`src/rtl/alu_pkg.sv`:
```
// Shared definitions for the ALU host initiator.
//   - opcode constants for the four supported operations
//   - command header constants and frame byte counts
//   - FSM state enum
//   - helpers: opcode support test and command byte selection
package alu_pkg;

  localparam logic [7:0] OP_ADD = 8'hAD;
  localparam logic [7:0] OP_SUB = 8'h5B;
  localparam logic [7:0] OP_MUL = 8'h88;
  localparam logic [7:0] OP_AND = 8'hA7;

  // Header after the opcode: reserved, length, reserved.
  localparam logic [7:0] HDR_RSVD = 8'h00;
  localparam logic [7:0] HDR_LEN  = 8'h0C;

  localparam int CMD_BYTES = 12;
  localparam int RSP_BYTES = 4;

  typedef enum logic [1:0] {
    ST_IDLE     = 2'd0,
    ST_SEND     = 2'd1,
    ST_WAIT_RSP = 2'd2,
    ST_DONE     = 2'd3
  } state_t;

  function automatic logic op_supported(input logic [7:0] op);
    return (op == OP_ADD) || (op == OP_SUB) || (op == OP_MUL) || (op == OP_AND);
  endfunction

  // Byte idx of the outgoing frame: opcode, header, a (LSB first), b (LSB first).
  function automatic logic [7:0] cmd_byte(input logic [3:0]  idx,
                                          input logic [7:0]  op,
                                          input logic [31:0] a,
                                          input logic [31:0] b);
    logic [7:0] r;
    case (idx)
      4'd0:    r = op;
      4'd1:    r = HDR_RSVD;
      4'd2:    r = HDR_LEN;
      4'd3:    r = HDR_RSVD;
      4'd4:    r = a[7:0];
      4'd5:    r = a[15:8];
      4'd6:    r = a[23:16];
      4'd7:    r = a[31:24];
      4'd8:    r = b[7:0];
      4'd9:    r = b[15:8];
      4'd10:   r = b[23:16];
      4'd11:   r = b[31:24];
      default: r = 8'h00;
    endcase
    return r;
  endfunction

endpackage

```
`src/rtl/timeout_ctr.sv`:
```
// Saturating cycle counter used to bound the wait for a response.
// Ports:
//   clk     - clock
//   rst     - synchronous active-high reset
//   clear   - synchronous clear to zero (takes priority over enable)
//   enable  - count one per cycle while asserted
//   expired - high while the count equals LIMIT
module timeout_ctr #(
  parameter int LIMIT = 1000000
) (
  input  logic clk,
  input  logic rst,
  input  logic clear,
  input  logic enable,
  output logic expired
);

  localparam int CW = (LIMIT > 0) ? $clog2(LIMIT + 1) : 1;
  localparam logic [CW-1:0] LIMIT_V = CW'(LIMIT);

  logic [CW-1:0] count;

  // Stops at LIMIT so expired stays asserted until cleared.
  always_ff @(posedge clk) begin
    if (rst || clear) begin
      count <= '0;
    end else if (enable && !expired) begin
      count <= count + CW'(1);
    end
  end

  assign expired = (count == LIMIT_V);

endmodule

```
`src/rtl/alu_host_initiator.sv`:
```
// Host-side initiator for a UART-attached ALU. Accepts a command, serialises
// it as a 12-byte frame on m_axis, collects a 4-byte little-endian result on
// s_axis, and presents it (or a timeout) on the rsp interface.
// Ports:
//   clk, rst           - clock, synchronous active-high reset
//   cmd_*              - command request (valid/ready), opcode and operands
//   m_axis_*           - byte stream toward the UART transmitter
//   s_axis_*           - byte stream from the UART receiver
//   rsp_valid/ready    - result handshake; rsp_data, rsp_timeout qualify it
//   cmd_err            - one-cycle pulse after an unsupported opcode is taken
//   dbg_state          - current FSM state
//
// Handshakes: a transfer happens on a rising edge where valid and ready are
// both high; the source holds data stable while valid is high and ready low,
// and valid never depends on ready.
module alu_host_initiator
  import alu_pkg::*;
#(
  parameter int TIMEOUT_CYCLES = 1000000
) (
  input  logic        clk,
  input  logic        rst,
  input  logic        cmd_valid,
  output logic        cmd_ready,
  input  logic [7:0]  cmd_opcode,
  input  logic [31:0] cmd_a,
  input  logic [31:0] cmd_b,
  output logic [7:0]  m_axis_tdata,
  output logic        m_axis_tvalid,
  input  logic        m_axis_tready,
  input  logic [7:0]  s_axis_tdata,
  input  logic        s_axis_tvalid,
  output logic        s_axis_tready,
  output logic        rsp_valid,
  input  logic        rsp_ready,
  output logic [31:0] rsp_data,
  output logic        rsp_timeout,
  output logic        cmd_err,
  output state_t      dbg_state
);

  state_t      state;
  state_t      state_d;
  logic [3:0]  byte_idx;
  logic [7:0]  op_q;
  logic [31:0] a_q;
  logic [31:0] b_q;

  logic cmd_fire;
  logic tx_fire;
  logic rx_fire;
  logic last_tx;
  logic last_rx;
  logic expired;

  assign cmd_ready     = (state == ST_IDLE);
  assign m_axis_tvalid = (state == ST_SEND);
  // Index only moves on a handshake, so tdata is stable under backpressure.
  assign m_axis_tdata  = (state == ST_SEND) ? cmd_byte(byte_idx, op_q, a_q, b_q) : 8'h00;
  // Receiver is drained outside WAIT_RSP too; such bytes are simply dropped.
  assign s_axis_tready = (state != ST_DONE);
  assign rsp_valid     = (state == ST_DONE);
  assign dbg_state     = state;

  assign cmd_fire = cmd_valid && cmd_ready;
  assign tx_fire  = m_axis_tvalid && m_axis_tready;
  assign rx_fire  = s_axis_tvalid && s_axis_tready && (state == ST_WAIT_RSP);
  assign last_tx  = (byte_idx == 4'(CMD_BYTES - 1));
  assign last_rx  = (byte_idx == 4'(RSP_BYTES - 1));

  timeout_ctr #(
    .LIMIT (TIMEOUT_CYCLES)
  ) u_timeout (
    .clk     (clk),
    .rst     (rst),
    .clear   (state != ST_WAIT_RSP),
    .enable  (state == ST_WAIT_RSP),
    .expired (expired)
  );

  always_ff @(posedge clk) begin
    if (rst) begin
      state <= ST_IDLE;
    end else begin
      state <= state_d;
    end
  end

  always_comb begin
    state_d = state;
    case (state)
      ST_IDLE: begin
        if (cmd_fire && op_supported(cmd_opcode)) state_d = ST_SEND;
      end
      ST_SEND: begin
        if (tx_fire && last_tx) state_d = ST_WAIT_RSP;
      end
      ST_WAIT_RSP: begin
        // A final byte on the expiry cycle still completes the response.
        if ((rx_fire && last_rx) || expired) state_d = ST_DONE;
      end
      ST_DONE: begin
        if (rsp_ready) state_d = ST_IDLE;
      end
      default: state_d = ST_IDLE;
    endcase
  end

  always_ff @(posedge clk) begin
    if (rst) begin
      byte_idx    <= 4'd0;
      op_q        <= 8'h00;
      a_q         <= 32'h0;
      b_q         <= 32'h0;
      rsp_data    <= 32'h0;
      rsp_timeout <= 1'b0;
      cmd_err     <= 1'b0;
    end else begin
      cmd_err <= 1'b0;
      case (state)
        ST_IDLE: begin
          if (cmd_fire) begin
            if (op_supported(cmd_opcode)) begin
              op_q        <= cmd_opcode;
              a_q         <= cmd_a;
              b_q         <= cmd_b;
              byte_idx    <= 4'd0;
              rsp_data    <= 32'h0;
              rsp_timeout <= 1'b0;
            end else begin
              cmd_err <= 1'b1;
            end
          end
        end
        ST_SEND: begin
          if (tx_fire) byte_idx <= last_tx ? 4'd0 : byte_idx + 4'd1;
        end
        ST_WAIT_RSP: begin
          if (rx_fire && last_rx) begin
            rsp_data[{byte_idx[1:0], 3'b000} +: 8] <= s_axis_tdata;
            rsp_timeout <= 1'b0;
            byte_idx    <= 4'd0;
          end else if (expired) begin
            rsp_data    <= 32'h0;
            rsp_timeout <= 1'b1;
            byte_idx    <= 4'd0;
          end else if (rx_fire) begin
            rsp_data[{byte_idx[1:0], 3'b000} +: 8] <= s_axis_tdata;
            byte_idx <= byte_idx + 4'd1;
          end
        end
        ST_DONE: begin
          byte_idx <= 4'd0;
        end
        default: byte_idx <= 4'd0;
      endcase
    end
  end

endmodule

```
`config.mk`:
```
export PLATFORM = sky130hd
export DESIGN_NAME = alu_host_initiator
export DESIGN_NICKNAME = d
export VERILOG_FILES = /design/src/rtl/alu_pkg.sv /design/src/rtl/timeout_ctr.sv /design/src/rtl/alu_host_initiator.sv
export SDC_FILE = /design/constraint.sdc
export NUM_CORES = 1
export LEC_CHECK = 0
export BUFFER_PORTS_ARGS = -buffer_cell sky130_fd_sc_hd__buf_4
export CAP_MARGIN = 20
export CORE_ASPECT_RATIO = 2
export CORE_MARGIN = 8
export CORE_UTILIZATION = 49
export CTS_BUF_LIST = sky130_fd_sc_hd__clkbuf_8
export DETAILED_ROUTE_END_ITERATION = 12
export PLACE_DENSITY = 0.82
export SYNTH_ARGS = -nofsm -noshare
export SYNTH_HDL_FRONTEND = slang
export SYNTH_SLANG_ARGS = --single-unit
```
`constraint.sdc`:
```
create_clock -name clk -period 2 [get_ports clk]
set_input_delay 0.3 -clock clk [delete_from_list [all_inputs] [get_ports clk]]
set_output_delay 0.3 -clock clk [all_outputs]
set_load 0.01 [all_outputs]
```
== Word level (Yosys, flattened, before mapping) ==
Cells that the tools add are included.
Widths: inputs -> output; s select.

* Add/subtract/negate cells: 3
* Equality and inequality tests: 29
* Shift-type cells: 2
* Multiplexer cells: 28
* Bitwise operators: 2
* Reductions and logical operators: 23

{| class="wikitable"
|+ Operators with widths
! cell !! number
|-
| $mux 32 || 5
|-
| $pmux 8 s10 || 1
|-
| $pmux 32 s2 || 1
|-
| $bwmux 32 || 1
|-
| $shift 8x7->32 const A || 1
|-
| $shiftx 8x7->32 || 1
|-
| $mux 4 || 7
|-
| $eq 8x8->1 const B || 3
|-
| $add 20x1->20 const B || 1
|-
| $eq 20x20->1 const B || 1
|-
| $eq 4x3->1 const B || 4
|-
| $eq 4x4->1 const B || 4
|-
| $pmux 4 s4 || 1
|-
| $reduce_and 4->1 || 4
|-
| $ne 2x1->1 const B || 6
|-
| $eq 4x2->1 const B || 2
|-
| $eq 8x7->1 const B || 1
|-
| $logic_and 1x1->1 || 8
|-
| $mux 2 || 4
|-
| $mux 8 || 1
|-
| $pmux 2 s4 || 1
|-
| $neg 5->7 || 1
|-
| $ne 2x2->1 const B || 3
|-
| $logic_or 1x1->1 || 5
|-
| 14 further kinds || 20
|}

* Register bits after elaboration: 132
* Output and inout bits: 48

== Longest topological paths before layout ==
Gate-level depths: netlist of the first run.

* Depth in word-level cells: 7
* Gate-level depth with buffers: 10
* Depth with buffers taken out: 8

== By module ==
Synthesis of the first run repeated with hierarchy kept, for this count alone.

* Cells, all modules: 789
* Area total of the unflattened synthesis: 6406.1 um2

{| class="wikitable"
|+ By module, submodules not included
! module !! times used !! cells an instance !! area each (um2) !! sequential area each (um2)
|-
| alu_host_initiator || 1 || 671 || 5388.9 || 2242.2
|-
| timeout_ctr || 1 || 118 || 1017.2 || 400.4
|}

== Worst setup path before layout of the first run ==
OpenSTA, ideal clock, no wires.

* Path kind: register to register
* From: register state[0], in the netlist dbg_state[0]
* To: register rsp_data[17]
* Arrival: 2.119 ns
* Slack: -0.236 ns
* Stages on the path, launching flop included: 11
* Path buffers: 2
* Period minus slack after synthesis: 2.236 ns
* Cell sequence: dfxtp_1 -> inv_1 -> ha_1 -> and2_1 -> a41oi_1 -> a21bo_2 -> buf_4 -> o21a_2 -> buf_4 -> and3_1 -> a22o_1

* Elaborated cells between the ends (all ways): 14

{| class="wikitable"
|+ RTL lines
! item !! RTL line !! RTL
|-
| start, declared || alu_host_initiator.sv:42 || <nowiki>state_t state;</nowiki>
|-
| start signal, assigned || alu_host_initiator.sv:85 || <nowiki>state <= state_d;</nowiki>
|-
| $logic_not 2->1 * || alu_host_initiator.sv:56 || <nowiki>assign cmd_ready = (state == ST_IDLE);</nowiki>
|-
| named net cmd_ready || alu_host_initiator.sv:24 || <nowiki>output logic cmd_ready,</nowiki>
|-
| $logic_and 1x1->1 || alu_host_initiator.sv:65 || <nowiki>assign cmd_fire = cmd_valid && cmd_ready;</nowiki>
|-
| $ne 2x1->1 (no source line) || -- ||
|-
| $reduce_and 4->1 (no source line) || -- ||
|-
| end signal, assigned by index || alu_host_initiator.sv:140 || <nowiki>rsp_data[{byte_idx[1:0], 3'b000} +: 8] <= s_axis_tdata;</nowiki>
|-
| end signal, assigned by index || alu_host_initiator.sv:148 || <nowiki>rsp_data[{byte_idx[1:0], 3'b000} +: 8] <= s_axis_tdata;</nowiki>
|-
| end, declared || alu_host_initiator.sv:36 || <nowiki>output logic [31:0] rsp_data,</nowiki>
|}

The timed path passes the listed nets; every way through them passes the cells marked *.
A chain may end at the register's enable or synchronous reset.

== Worst setup path after layout of the first run ==
* From: register byte_idx[1]
* To: output port m_axis_tdata[5]

* Word-level cells in the longest chain between the ends: 3
* Elaborated cells between the ends (all ways): 12

{| class="wikitable"
|+ RTL lines
! item !! RTL line !! RTL
|-
| start, declared || alu_host_initiator.sv:44 || <nowiki>logic [3:0] byte_idx;</nowiki>
|-
| start signal, assigned || alu_host_initiator.sv:136 || <nowiki>if (tx_fire) byte_idx <= last_tx ? 4'd0 : byte_idx + 4'd1;</nowiki>
|-
| start signal, assigned || alu_host_initiator.sv:149 || <nowiki>byte_idx <= byte_idx + 4'd1;</nowiki>
|-
| $eq 4x4->1, or another cell as far along || alu_pkg.sv:37 || <nowiki>case (idx)</nowiki>
|-
| $pmux 8 s10 * || alu_pkg.sv:37 ||
|-
| $mux 8 * || alu_host_initiator.sv:59 || <nowiki>assign m_axis_tdata = (state == ST_SEND) ? cmd_byte(byte_idx, op_q, a_q, b_q) : 8'h00;</nowiki>
|-
| end, declared || alu_host_initiator.sv:28 || <nowiki>output logic [7:0] m_axis_tdata,</nowiki>
|}

Mark *: on every way between the ends. The rest lies on a longest branch, timed or not.

==> impl_metrics.yaml, run 1 <==
status:
  violations: "negative setup slack"
  status: "finished with violations"
floorplanning:
  die_h_um: 173.1
  placementRows: 57
  die_w_um: 94.57
  boundaryPins: 134
  core_region_area_mm2: 0.01212
  die-area_mm2: 0.01637
  start_util_pct: 49.90
finish:
  final_cell_mix: "202 x buf_4, 194 x nand2_1, 127 x dfxtp_1"
  diodes: 0
  layout_commonest_cell: "buf_4"
  fin_util_pct: 69.79
  layout-drive-gt1-share_pct: 33.40
  final_cells: 1099
  final_cell_area_mm2: 0.008462
  final_nets: 1039
  synthToLayoutAreaGrowth_pct: 39.88
logic_synthesis:
  synth_area_leaders: "dfxtp_1 44%, nand2_1 12%, a21oi_1 8.1%"
  synth_top_area_share_pct: 43.68
  synth_area_per_cell_um2: 8.088
  synth_cell_types: 65
  synth-async-reset-ratio_pct: 0
  syn_area_mm2: 0.006050
  synthesis.nets: 847
  synth_warnings: 0
  synth_largest_area_cell: "dfxtp_1"
  synth-seq-cells: 132
  ys_seq_area_share_pct: 43.68
  synth_cells: 748
  synth_enable_flop_cells: 0
  synth_ff_type: "dfxtp_1"
drt:
  first_pass_iters: 5
  drc: 0
  wire_per_inst_um: 18.03
  vias: 6231
  routed_wl_um: 19810
  ant_nets: 0
  viasPerCell: 5.670
  drt_iter0_drc: 256
setup_path:
  crit_path_frequent_cell: "buf_6"
  rr_endpoint: "rsp_data[26]$_SDFFE_PP0P_"
  critPathLaunchType: "register"
  crit_path_max_fanout: 7
  critPathBufInv: 3
  worstSetupPathType: "register to output pin"
  ff2ff_path_depth: 10
  crit_arrival_ns: 2.17
  path_cells: "buf_6 > ha_4 > buf_6 > a222oi_1 > o22ai_1 > a21oi_1 > nor2b_1 > buf_4"
  end_kind: "output pin"
  rrSetupSlack_ns: 0.01
  cp.required_ns: 1.70
  cp_top_family: "compound AO/OA/AOI/OAI gates"
  cp_slowest_stage_delay_ns: 0.41
  r2r_start: "dbg_state[1]$_SDFFE_PP0P_"
  cp_slowest_cell: "a222oi_1"
hold_path:
  worstHoldStart: "s_axis_tdata[1]"
  hold_class: "primary input to register"
  min_to: "rsp_data[17]$_SDFFE_PP0P_"
  holdPathStages: 2
timing:
  setup_tns_ns: -3.159
  final-setup-viol-count: 8
  setup_ws_ns: -0.4705
  hold_ws_ns: 0.09250
  tightestPinTransition_ns: 0.4815
  fin_crit_ns: 2.470
  slew_headroom_pct: 67.90
  rsz0062_at_grt: "yes"
  drv_slew: 0
  hold_viol_final: 0
  finalCritPeriodShare_pct: 123.5
  fmax_mhz: 404.8
  fin_skew_ns: 0.009807
clocking:
  clockBufferDepth: 2
  cts-htree-levels: 4
  clk_latency_ns: 0.45
  cts-root-buf: "clkbuf_8"
  clk_pin_slew_ns: 0.08
  hold_buffers: 0
  cts_buffers: 17
  cts_tree: "yes"
  clock-sinks: 132
power:
  switching_share_pct: 24.46
  combPwrFrac_pct: 7.9
  power.switching_mw: 1.290
  clock_power_share_pct: 41.8
  p_int_mw: 3.983
  power_leakage_nw: 3.223
  power_density_mw_per_mm2: 623.1
  ir_drop_v: 0.0005097
  design_power_total_mw: 5.273
  p_seq_share_pct: 50.2
global_route:
  first_global_vias: 6430
  grt_max_degree: 73
  grt_pass1_wl_um: 31020
  grt-ovfl-total: 0
  grt_use_total_pct: 24.04
  antenna_found_initial: 0
place:
  post-place-ws_ns: -0.1780
  place_area_mm2: 0.007662
  port_buffers: 133
  hpwl_um: 14820
  place.gp.congestion: 0.9004
  dp_cells: 1057
run:
  maxCapViolCount: 0
## how the worst max path moves through the flow
| stage | start | end | depth (start not counted) |
|---|---|---|---|
| after global routing | byte_idx[1]$_SDFFE_PP0P_ | m_axis_tdata[5] | 8 |
| after CTS | byte_idx[1]$_SDFFE_PP0P_ | m_axis_tdata[5] | 8 |
| after detailed placement | byte_idx[1]$_SDFFE_PP0P_ | m_axis_tdata[6] | 8 |
| after global placement | byte_idx[0]$_SDFFE_PP0P_ | m_axis_tdata[7] | 8 |
| after floorplan | byte_idx[0]$_SDFFE_PP0P_ | m_axis_tdata[3] | 9 |
| final | byte_idx[1]$_SDFFE_PP0P_ | m_axis_tdata[5] | 8 |
## cell usage after synthesis (12+ instances only)
library cell / number
clkbuf_1: 31
ha_1: 13
nand2_1: 198
dfxtp_1: 132
inv_1: 14
a22oi_1: 15
buf_2: 12
a22o_1: 17
o22ai_1: 13
nor2_1: 42
xnor2_1: 13
a21oi_1: 98
## power groups by stage
stage	combinational [mW]	clock (mW)	sequential [mW]
2_1_floorplan	0.149	0	2.71
3_3_place_gp	0.388	0	2.71
3_5_place_dp	0.395	0	2.71
4_1_cts	0.403	2.22	2.65
5_1_grt	0.446	2.34	2.65
6_report	0.419	2.21	2.65
## state kept, by name (all words and copies together) (netlist names)
name	count
rsp_data	32
dbg_state	2
rsp_timeout	1
cmd_err	1
byte_idx	4
b_q	32
a_q	32
op_q	8
u_timeout.count	20
## metal layers
metal	vias up	global-route usage (%)	wire length (um)
li1	3010	-	-
met1	2931	20.72	6391
met2	212	45.74	11270
met3	78	4.859	879
met4	0	17.25	1272
met5	-	0	0
## kinds of logic (layout without fill, tap and decap cells)
| logic type | count (synthesis) | in the layout | share of synthesized area, % |
|---|---|---|---|
| XOR/XNOR | 17 | 17 | 2.461 |
| AO/OA/AOI/OAI | 207 | 207 | 22.61 |
| adder cells (fa/ha/maj) | 13 | 13 | 2.689 |
| AND/OR/NAND/NOR | 315 | 315 | 23.76 |
| multiplexers | 3 | 3 | 0.5171 |
| buffers and inverters | 61 | 265 | 4.281 |
| flip-flops | 132 | 132 | 43.68 |
## area by class of cell
class                           instances  area (um2)
Fill cell                             947        3662
Sequential cell                       132        2659
Clock inverter                         13       135.1
Inverter                               14       57.56
Timing Repair Buffer                  220        1745
Multi-Input combinational cell        555        3433
Tap cell                              147       183.9
Clock buffer                           18       247.7
## repair_timing
| action | in CTS | in global routing |
|---|---|---|
| setup endpoints to repair | 22 | 41 |
| pin swaps | 29 | 29 |
| resized for setup | 51 | 26 |
| cloned | 0 | 0 |
| buffers inserted | 9 | 3 |
No activity file was read; power rests on OpenSTA's default activity.
==> inputs of run 2 (changes only) <==
--- a/config.mk
+++ b/config.mk
@@ -6,13 +6,14 @@
 export NUM_CORES = 1
 export LEC_CHECK = 0
 export BUFFER_PORTS_ARGS = -buffer_cell sky130_fd_sc_hd__buf_4
-export CAP_MARGIN = 20
 export CORE_ASPECT_RATIO = 2
 export CORE_MARGIN = 8
 export CORE_UTILIZATION = 49
 export CTS_BUF_LIST = sky130_fd_sc_hd__clkbuf_8
 export DETAILED_ROUTE_END_ITERATION = 12
 export PLACE_DENSITY = 0.82
+export RECOVER_POWER = 25
+export SKIP_LAST_GASP = 1
 export SYNTH_ARGS = -nofsm -noshare
 export SYNTH_HDL_FRONTEND = slang
 export SYNTH_SLANG_ARGS = --single-unit
==> run 2 against run 1 <==
- the run still ends with negative setup slack left
- sequential power about the same
- die area did not move
- hold slack better by 0.0056 ns
- global-route usage is essentially flat
- first-iteration DRC count increased by 15%
- non-clock buffer count is 1 lower
- via count is 0.24% lower
- clock skew about the same
- utilization fell by 1.3 points
- cell count about the same
==> impl_metrics.yaml, run 2 (same netlist as run 1, synthesis figures left out) <==
place:
  place_area_mm2: 0.007662
  hpwl_um: 14820
  port_buffers: 133
  post-place-ws_ns: -0.1780
  place.gp.congestion: 0.9004
floorplanning:
  start_util_pct: 49.90
  die-area_mm2: 0.01637
  die_w_um: 94.57
  placementRows: 57
  boundaryPins: 134
  die_h_um: 173.1
  core_region_area_mm2: 0.01212
timing:
  rsz0062_at_grt: "yes"
  hold_viol_final: 0
  slew_headroom_pct: 66.38
  final-setup-viol-count: 44
  tightestPinTransition_ns: 0.5043
  setup_ws_ns: -0.4666
  fin_skew_ns: 0.009882
  drv_slew: 0
  finalCritPeriodShare_pct: 123.3
  fmax_mhz: 405.4
  fin_crit_ns: 2.467
clocking:
  clockBufferDepth: 2
  clk_pin_slew_ns: 0.08
  clk_latency_ns: 0.44
  cts_tree: "yes"
  cts-root-buf: "clkbuf_8"
  cts-htree-levels: 4
  cts_buffers: 17
  clock-sinks: 132
setup_path:
  crit_path_max_fanout: 8
  r2r_start: "dbg_state[1]$_SDFFE_PP0P_"
  worstSetupStartpoint: "byte_idx[1]$_SDFFE_PP0P_"
  worstSetupPathType: "register to output pin"
  crit_arrival_ns: 2.17
  cp.required_ns: 1.70
  critPathLaunchType: "register"
  end_kind: "output pin"
run:
  maxCapViolCount: 0
global_route:
  grt_max_degree: 73
  grt_pass1_wl_um: 31000
  antenna_found_initial: 0
  first_global_vias: 6456
  grt_use_total_pct: 24.01
  grt-ovfl-total: 0
finish:
  final_nets: 1038
  final_cell_mix: "196 x nand2_1, 167 x buf_4, 129 x dfxtp_1"
  fin_util_pct: 68.45
  layout-drive-gt1-share_pct: 29.34
  layout_commonest_cell: "nand2_1"
  final_cell_area_mm2: 0.008299
  largestRegisters: "a_q (32), b_q (32), rsp_data (32)"
  diodes: 0
  synthToLayoutAreaGrowth_pct: 37.19
drt:
  routed_wl_um: 19780
  viasPerCell: 5.661
  wire_per_inst_um: 18.02
  drc: 0
  drt_iter0_drc: 295
  first_pass_iters: 5
  vias: 6216
  ant_nets: 0
power:
  switching_share_pct: 24.41
  clock_power_share_pct: 41.8
  power.switching_mw: 1.285
  p_seq_share_pct: 50.3
  power_density_mw_per_mm2: 634.5
  combPwrFrac_pct: 7.9
  p_int_mw: 3.981
  ir_drop_v: 0.0004905
  design_power_total_mw: 5.266
  power_leakage_nw: 3.068
hold_path:
  worstHoldStart: "cmd_a[13]"
  hold_class: "primary input to register"
status:
  violations: "negative setup slack"
  status: "finished with violations"
run 2: changes by cell type in the layout (fill, tap and decap cells not counted), sizes merged:
| cell | change |
|---|---|
| buf | -36 |
| clkbuf | +35 |
run 2: layout make-up:
cell class              instances  area, um2
well taps                     147      183.9
flip-flops and latches        132       2651
repair buffers                219       1595
fillers                       997       3825
inverters                      14      57.56
multi-input cells             555       3428
clock inverters                13      135.1
clock buffers                  18      247.7
run 2: worst max-delay path, stage by stage (launching register included):
cell and delay [ns]:
dfxtp_4 0.39, inv_4 0.06, ha_4 0.19, a222oi_1 0.41, nand2_2 0.14, a22oi_2 0.17, o22ai_1 0.08, and2_1 0.16
buf_6 0.12
run 2: final timing paths:
kind | slack [ns] | to | cells past startpoint
setup / recovery | -0.47 | m_axis_tdata[1] | 8
hold / removal | 0.1 | a_q[13]$_SDFFE_PP0P_ | 3
setup reg to reg | -0.11 | rsp_data[26]$_SDFFE_PP0P_ | 10
hold reg to reg | 0.46 | a_q[3]$_SDFFE_PP0P_ | 2
run 2: what timing repair did:
action	4_1_cts	5_1_grt
endpoints found under the setup margin	22	41
hold buffers	0	0
resized for setup	46	31
buffers inserted	9	2
pin swaps	26	31
run 2: per-stage QoR:
| step | hold slack [ns] | std cells | setup TNS [ns] |
|---|---|---|---|
| final | 0.09808 | 1098 | -5.075 |
| after detailed placement | 0.4451 | 1057 | -2.214 |
| after global routing | 0.09161 | 1098 | -8.073 |
| after CTS | 0.08033 | 1097 | -3.171 |
| after global placement | 0.4441 | 1057 | -1.132 |
| after floorplan | 0.4257 | 748 | 0 |
run 2: power by group through the flow:
stage	Clock, mW	Combinational, mW	Sequential, mW
final	2.20	0.416	2.65
after global routing	2.34	0.443	2.65
after CTS	2.22	0.402	2.65
after detailed placement	0	0.395	2.71
after global placement	0	0.388	2.71
after floorplan	0	0.149	2.71
run 2: per-layer routing:
metal | routed length, um | part of all wire [%] | track usage, % | up-vias
li1 | - | - | - | 3005
met1 | 6470 | 33 | 20.64 | 2941
met2 | 11370 | 57 | 46.06 | 200
met3 | 844 | 4.3 | 4.642 | 70
met4 | 1095 | 5.5 | 16.79 | 0
met5 | 0 | 0 | 0 | -
